## config.mk

```make
export PLATFORM = sky130hd
export DESIGN_NAME = hub75_panel_receiver
export DESIGN_NICKNAME = d
export VERILOG_FILES = /design/src/rtl/hub75_panel_receiver.sv
export SDC_FILE = /design/constraint.sdc
export NUM_CORES = 1
export LEC_CHECK = 0
export CORE_MARGIN = 4
export CORE_UTILIZATION = 57
export DETAILED_ROUTE_END_ITERATION = 7
export GPL_ROUTABILITY_DRIVEN = 0
export GPL_TIMING_DRIVEN = 0
export PLACE_DENSITY = 0.86
export SLEW_MARGIN = 20
export SYNTH_ARGS = -nofsm -noshare
export SYNTH_HDL_FRONTEND = slang
export SYNTH_SLANG_ARGS = --single-unit
```

## constraint.sdc

```tcl
create_clock -name clk -period 12.05 [get_ports clk]
set_input_delay 1.205 -clock clk [delete_from_list [all_inputs] [get_ports clk]]
set_output_delay 1.205 -clock clk [all_outputs]
set_load 0.05 [all_outputs]
```

## src/rtl/hub75_panel_receiver.sv

```systemverilog
// hub75_panel_receiver: HUB75 panel model that shifts, latches and times each line and reports it as a record.
module hub75_panel_receiver #(
  parameter int segments = 1,
  parameter int rows = 8,
  parameter int columns = 32,
  parameter int onbits = 16
) (
  input  logic                            clk,
  input  logic                            rst,
  input  logic [3*segments-1:0]           rgb,
  input  logic                            oclk,
  input  logic                            lat,
  input  logic                            oe,
  input  logic [$clog2(rows)-1:0]         addr,
  output logic                            line_valid,
  output logic [$clog2(rows)-1:0]         line_row,
  output logic [3*segments*columns-1:0]   line_data,
  output logic [onbits-1:0]               line_on_cycles,
  output logic                            shift_error,
  output logic                            overlap_error
);
  localparam int W = 3*segments;
  localparam int AW = $clog2(rows);
  localparam int CW = $clog2(columns+2);
  typedef enum logic {IDLE, ACTIVE} state_t;
  state_t state, state_d;
  logic oclk_q, lat_q, shift_edge, latch_edge;
  logic [W*columns-1:0] sreg, latch;
  logic [AW-1:0] latched_row;
  logic [CW-1:0] shift_cnt;
  logic [onbits-1:0] on_cnt;
  assign shift_edge = oclk & ~oclk_q;
  assign latch_edge = lat & ~lat_q;
  always_comb state_d = (state == IDLE && latch_edge) ? ACTIVE : state;
  always_ff @(posedge clk or posedge rst)
    if (rst) state <= IDLE;
    else state <= state_d;
  always_ff @(posedge clk or posedge rst) begin
    if (rst) begin
      oclk_q <= 1'b0;
      lat_q <= 1'b0;
      sreg <= '0;
      latch <= '0;
      latched_row <= '0;
      shift_cnt <= '0;
      on_cnt <= '0;
      line_valid <= 1'b0;
      line_row <= '0;
      line_data <= '0;
      line_on_cycles <= '0;
      shift_error <= 1'b0;
      overlap_error <= 1'b0;
    end else begin
      oclk_q <= oclk;
      lat_q <= lat;
      line_valid <= latch_edge && state == ACTIVE;
      shift_error <= latch_edge && shift_cnt != CW'(columns);
      overlap_error <= oe & lat;
      if (shift_edge) sreg <= {sreg[W*columns-W-1:0], rgb};
      if (latch_edge) begin
        latch <= sreg;
        latched_row <= addr;
        shift_cnt <= CW'(shift_edge);
        on_cnt <= '0;
        if (state == ACTIVE) begin
          line_row <= latched_row;
          line_data <= latch;
          line_on_cycles <= on_cnt;
        end
      end else begin
        if (shift_edge && shift_cnt != CW'(columns+1)) shift_cnt <= shift_cnt + CW'(1);
        // the cycle carrying a latch edge belongs to neither line, so oe is only counted here
        if (state == ACTIVE && oe && !(&on_cnt)) on_cnt <= on_cnt + onbits'(1);
      end
    end
  end
endmodule

```

==> key figures, run 1 <==
Cells and area
  • ANT cells: 0
  • Post-Layout Cell Count: 1717
  • Layout cells sized above 1: 0.123
  • Final instance area: 15900 um2
  • Nets: 1427
  • Area grow syn2layout: 22.7%

Yosys
  • Yosys reg bits: 338
  • Gate count of the mapped netlist: 1245
  • Synthesized net count: 1260
  • Synthesized area: 12900 um2
  • Syn Area/Cell: 10.4 um2
  • Warnings from Yosys: 0
  • Synth top area share: 0.653
  • Leading post-synthesis cells by cell area: dfrtp_1, nand2_1, mux2_2
  • Post-synthesis sequential area ratio: 0.653
  • Synth unique cells: 41
  • Largest area contributor in the netlist: dfrtp_1

Setup path
  • CP max stage delay: 0.71 ns
  • Crit-path cells: clkdlybuf4s50_1, nor2b_1, buf_2, nand2_1, inv_1, clkbuf_1, buf_2, mux2_2
  • Nature of the critical path endpoint: register
  • Max FO, Critical Path: 10
  • Crit path from: lat
  • Cell count along the critical path: 8
  • CP top delay family: buffers and inverters
  • Crit Path Category: in -> reg
  • CP bufs+invs: 5
  • Worst R2R Start: lat_q
  • Startpoint Class: primary input
  • Slowest-stage cell, CP: clkbuf_1
  • Cells on worst reg2reg path: 7
  • Most used cell, CP: buf_2
  • WP data required: 12.44 ns
  • Worst Path Arrival: 4.19 ns

GRT
  • Antenna violations before repair: 0
  • Global-route wire length before repair: 46.4 mm
  • Number of global-route vias before repair: 9362
  • Pin count of the biggest net entering global routing: 108
  • Total GRT Usage: 0.219
  • Grt total ovfl: 0

Clock network
  • Post-cts hold buffer count: 0
  • Clock root cell: clkbuf_16
  • CTS buffer count: 34
  • Clk pin slew, worst setup/hold paths: 0.06 ns
  • CTS resizes: 0
  • CTS tree: built
  • Postcts setup bufs: 0
  • CTS max path bufs: 3
  • CTS HTree Levels: 2
  • Clk sinks: 338
  • Worst-Skew Late Latency: 0.51 ns

Floorplanning
  • Cell row count: 54
  • Num ports: 129
  • Die W: 159 um
  • Full die area: 25200 um2
  • Core Region: 22100 um2
  • Die Y: 159 um
  • Starting Density: 0.586

Timing
  • Final WS setup: 8.25 ns
  • Final period util: 0.315
  • Tmin final: 3.80 ns
  • Endpoints failing setup: 0
  • Hold Vio Cnt, Final: 0
  • Setup TNS: 0 ns
  • Unrepaired setup endpoints after global routing: false
  • Fin. max-slew vios: 0
  • Slew @ Worst Pin: 0.894 ns
  • Layout Skew: 0.0142 ns
  • Fmax: 263 MHz
  • Relative max-transition margin: 0.404
  • Hold Slack: 0.469 ns

Power
  • Pwr Density: 179 nW/um2
  • P_leak: 0.00830 uW
  • Peak supply drop: 0.154 mV

Route
  • Vias: 9120
  • Routed vias/inst: 5.31
  • WL final: 27.3 mm
  • 1st-iter DRT viols: 553
  • DRC errors left: 0
  • Routed len/inst: 15.9 um
  • Drt pass-1 iters: 5
  • Antenna viol nets, final: 0

Worst hold path
  • Hold Startpoint: latch[0]
  • Cells on Worst Hold Path: 2
  • Hold WC Path Type: reg -> reg

Placed design
  • PortBufs: 128
  • Placed Area: 14700 um2
  • Post-Place Worst Slack: 7.73 ns
  • Placed cell count: 1656
  • Post-DP HPWL: 17.9 mm

Status
  • Status: finished, final reports clean

Job
  • Max-cap violations: 0
==> cells in the final DEF (no fill, tap or decap), types with 10 or more instances in the layout <==
cell type,instances
nand2_1,641
dfrtp_1,338
clkdlybuf4s50_1,128
mux2_2,99
clkbuf_1,46
clkbuf_16,37
clkbuf_8,12
buf_2,11
a21oi_1,11
buf_1,10
==> per-stage QoR <==
stage,total power (uW),util
finish,2840,0.719
global route,2950,0.719
CTS,2860,0.719
detailed placement,1750,0.664
global placement,1730,0.660
floorplan,1600,-
==> logic make-up after synthesis <==
group / Yosys count / share of synthesized area
and+or+nand+nor: 691 / 0.211
DFF: 338 / 0.653
muxes: 101 / 0.0876
buffers and inverters: 71 / 0.0233
AOI/OAI and AO/OA: 37 / 0.0189
adders and majority gates: 4 / 0.00387
xor gates and xnor gates: 3 / 0.00203
==> power by group <==
group	switching [uW]	total [uW]	leakage (uW)	internal (uW)
sequential	71.8	1320	0.00462	1240
clock	426	1110	0.000594	686
combinational	271	409	0.00308	138
total	768	2840	0.00830	2070
==> path summary, 6_finish.rpt <==
check	slack [ns]	to
max	8.25	line_data[30]
min	0.47	latch[0]
max reg2reg	9.16	line_data[30]
min reg2reg	0.47	latch[0]
max in group asynchronous	9.71	line_data[7]
min in group asynchronous	1.09	line_data[82]
==> tightest hold or removal path: cells and delay by family (launching register included) <==
| family | cells | cell delay [ns] |
|---|---|---|
| flip-flops | 1 | 0.34 |
| AND/OR/NAND/NOR | 2 | 0.10 |
==> flip-flops by register name, summed over array words and instances (netlist names) <==
register / count
state: 1
latched_row: 3
oclk_q: 1
line_valid: 1
line_on_cycles: 16
on_cnt: 16
line_row: 3
shift_error: 1
line_data: 96
sreg: 96
latch: 96
shift_cnt: 6
lat_q: 1
overlap_error: 1
==> area by class of cell <==
| class | count | area [um2] |
|---|---|---|
| buffer | 64 | 275 |
| clock buffer | 53 | 1090 |
| clock inverter | 8 | 125 |
| fill | 1454 | 6210 |
| inverter | 7 | 33.8 |
| multi-input combinational | 836 | 4190 |
| sequential | 338 | 8460 |
| tap | 280 | 350 |
| timing repair buffer | 131 | 1360 |
==> cell usage after synthesis, drive strengths merged <==
master / count
a211oi: 1
a21oi: 11
a22oi: 1
a31o: 1
and2: 2
and4: 2
buf: 21
clkbuf: 43
dfrtp: 338
ha: 4
inv: 7
mux2: 99
mux2i: 2
nand2: 641
nand2b: 5
nand3: 3
nand4: 8
nor2: 7
nor2b: 2
nor3: 2
nor3b: 1
nor4: 6
nor4b: 1
o211a: 1
o211ai: 2
o21a: 3
o21ai: 6
o311ai: 1
o31a: 1
o31ai: 7
o41ai: 2
or3: 4
or4: 6
or4b: 1
xnor2: 1
xor2: 2
==> layer usage <==
metal,part of all wire,vias up,global-route usage
met3,0.042,60,0.0355
met2,0.50,239,0.367
met5,0,-,0
met1,0.43,4513,0.296
met4,0.030,0,0.0730
li1,-,4308,-
(Power assumes the default switching activity.)
==> run 2, diff against run 1 <==
--- a/config.mk
+++ b/config.mk
@@ -6,11 +6,11 @@
 export NUM_CORES = 1
 export LEC_CHECK = 0
 export CORE_MARGIN = 4
-export CORE_UTILIZATION = 57
+export CORE_UTILIZATION = 51
 export DETAILED_ROUTE_END_ITERATION = 7
 export GPL_ROUTABILITY_DRIVEN = 0
 export GPL_TIMING_DRIVEN = 0
-export PLACE_DENSITY = 0.86
+export PLACE_DENSITY = 0.81
 export SLEW_MARGIN = 20
 export SYNTH_ARGS = -nofsm -noshare
 export SYNTH_HDL_FRONTEND = slang
==> constraint.sdc (replaced) <==
create_clock -name clk -period 3.48 [get_ports clk]
set_input_delay 0.348 -clock clk [delete_from_list [all_inputs] [get_ports clk]]
set_output_delay 0.348 -clock clk [all_outputs]
set_load 0.05 [all_outputs]
==> key figures, run 2 (synthesis gave the netlist of run 1 again) <==
Setup path
  • Crit Path Category: in -> reg
  • Startpoint Class: primary input
  • Worst reg-to-reg setup slack: 0.57 ns
  • Critical Path Sink: line_data[55]
  • Max FO, Critical Path: 10
  • Worst Path Arrival: 3.31 ns
  • Worst R2R Start: lat_q
  • Cells on worst reg2reg path: 7
  • FF-to-FF End: line_data[55]
  • Crit path from: lat
  • WP data required: 3.87 ns
  • Nature of the critical path endpoint: register

Cells and area
  • ANT cells: 0
  • Final core utilization: 0.642
  • Fill cell count: 1933
  • Layout cells sized above 1: 0.130
  • Area grow syn2layout: 24.4%
  • Commonest non-fill, non-tap cell in the layout: nand2_1
  • Nets: 1437
  • Final instance area: 16100 um2
  • Multi-input gate area: 4190 um2
  • Post-Layout Cell Count: 1777
  • Commonest non-fill, non-tap cells in the layout: nand2_1, dfrtp_1, clkdlybuf4s50_1
  • Largest regs: latch: 96 flops, line_data: 96 flops, sreg: 96 flops
  • Storage element area: 8460 um2

Timing
  • Setup TNS: 0 ns
  • Layout Skew: 0.0126 ns
  • Slew @ Worst Pin: 0.936 ns
  • Fmax: 343 MHz
  • Hold Vio Cnt, Final: 0
  • Relative max-transition margin: 0.376
  • Fin. max-slew vios: 0
  • Endpoints failing setup: 0
  • Unrepaired setup endpoints after global routing: false
  • Tmin final: 2.91 ns
  • Final period util: 0.837

Clock network
  • Postcts setup bufs: 0
  • Clk sinks: 338
  • Clock root cell: clkbuf_16
  • Worst-Skew Late Latency: 0.51 ns
  • Post-cts hold buffer count: 0
  • CTS HTree Levels: 2
  • CTS tree: built
  • CTS resizes: 0
  • CTS max path bufs: 3
  • CTS buffer count: 36
  • Clk pin slew, worst setup/hold paths: 0.06 ns

Placed design
  • Placed cell count: 1714
  • Post-DP HPWL: 18.1 mm
  • PortBufs: 128
  • Placed Area: 14900 um2

Power
  • Pwr Density: 616 nW/um2
  • Peak supply drop: 0.502 mV
  • P_leak: 0.00838 uW

GRT
  • Total GRT Usage: 0.200
  • Antenna violations before repair: 0
  • Number of global-route vias before repair: 9351
  • Grt total ovfl: 0
  • Global-route wire length before repair: 46.9 mm
  • Pin count of the biggest net entering global routing: 36

Route
  • Antenna viol nets, final: 0
  • 1st-iter DRT viols: 712
  • Drt pass-1 iters: 5
  • Routed len/inst: 15.4 um
  • WL final: 27.4 mm
  • DRC errors left: 0
  • Routed vias/inst: 5.09
  • Vias: 9046

Floorplanning
  • Full die area: 28000 um2
  • Cell row count: 58
  • Starting Density: 0.516
  • Die W: 167 um
  • Core Region: 25100 um2
  • Die Y: 167 um
  • Num ports: 129

Status
  • Status: finished, final reports clean

Job
  • Max-cap violations: 0

Worst hold path
  • Hold WC Path Type: in -> async
run 2: layout make-up:
type | instances | share of cell area
multi-input cells | 836 | 0.260
flip-flops and latches | 338 | 0.525
repair buffers | 139 | 0.0932
plain buffers | 64 | 0.0171
clock inverters | 15 | 0.0123
inverters | 7 | 0.00186
well taps | 330 | 0.0256
clock buffers | 48 | 0.0645
run 2: critical path, stage by stage:
cell             delay [ns]
clkdlybuf4s50_1        0.50
nor2b_1                0.14
buf_2                  0.32
nand2_1                0.20
inv_1                  0.28
clkbuf_1               0.73
buf_2                  0.41
mux2_2                 0.38
run 2: worst min-delay path by stage:
stage                   start           endpoint  slack (ns)  cells after the start
4_1_cts                   rst  line_on_cycles[4]        0.12                      2
6_report                  rst  line_on_cycles[4]        0.13                      2
2_1_floorplan             lat              lat_q        0.38                      0
3_5_place_dp   latched_row[0]     latched_row[0]        0.46                      2
3_3_place_gp         sreg[93]          latch[93]        0.45                      2
5_1_grt                   rst  line_on_cycles[4]        0.14                      2
run 2: per-layer routing:
metal	wire (um)	part of all wire	vias to the layer above	global-route usage
met5	0	0	-	0
met4	968	0.035	0	0.0759
met3	1190	0.043	70	0.0312
met2	13300	0.49	208	0.332
met1	11900	0.44	4440	0.269
li1	-	-	4328	-
run 2: through the flow:
| stage | setup slack (ns) | total power (uW) | hold WS (ns) |
|---|---|---|---|
| finish | 0.566 | 9930 | 0.133 |
| global route | 0.396 | 10400 | 0.137 |
| CTS | 0.492 | 10000 | 0.123 |
| detailed placement | -0.0178 | 6060 | 0.458 |
| global placement | -3.45 | 5990 | 0.451 |
| floorplan | -1.39 | 5530 | 0.379 |
run 2: power breakdown:
group | internal, uW | switching (uW) | leakage, uW | total [uW]
sequential | 4310 | 250 | 0.00462 | 4560
clock | 2410 | 1530 | 0.000614 | 3940
combinational | 495 | 936 | 0.00314 | 1430
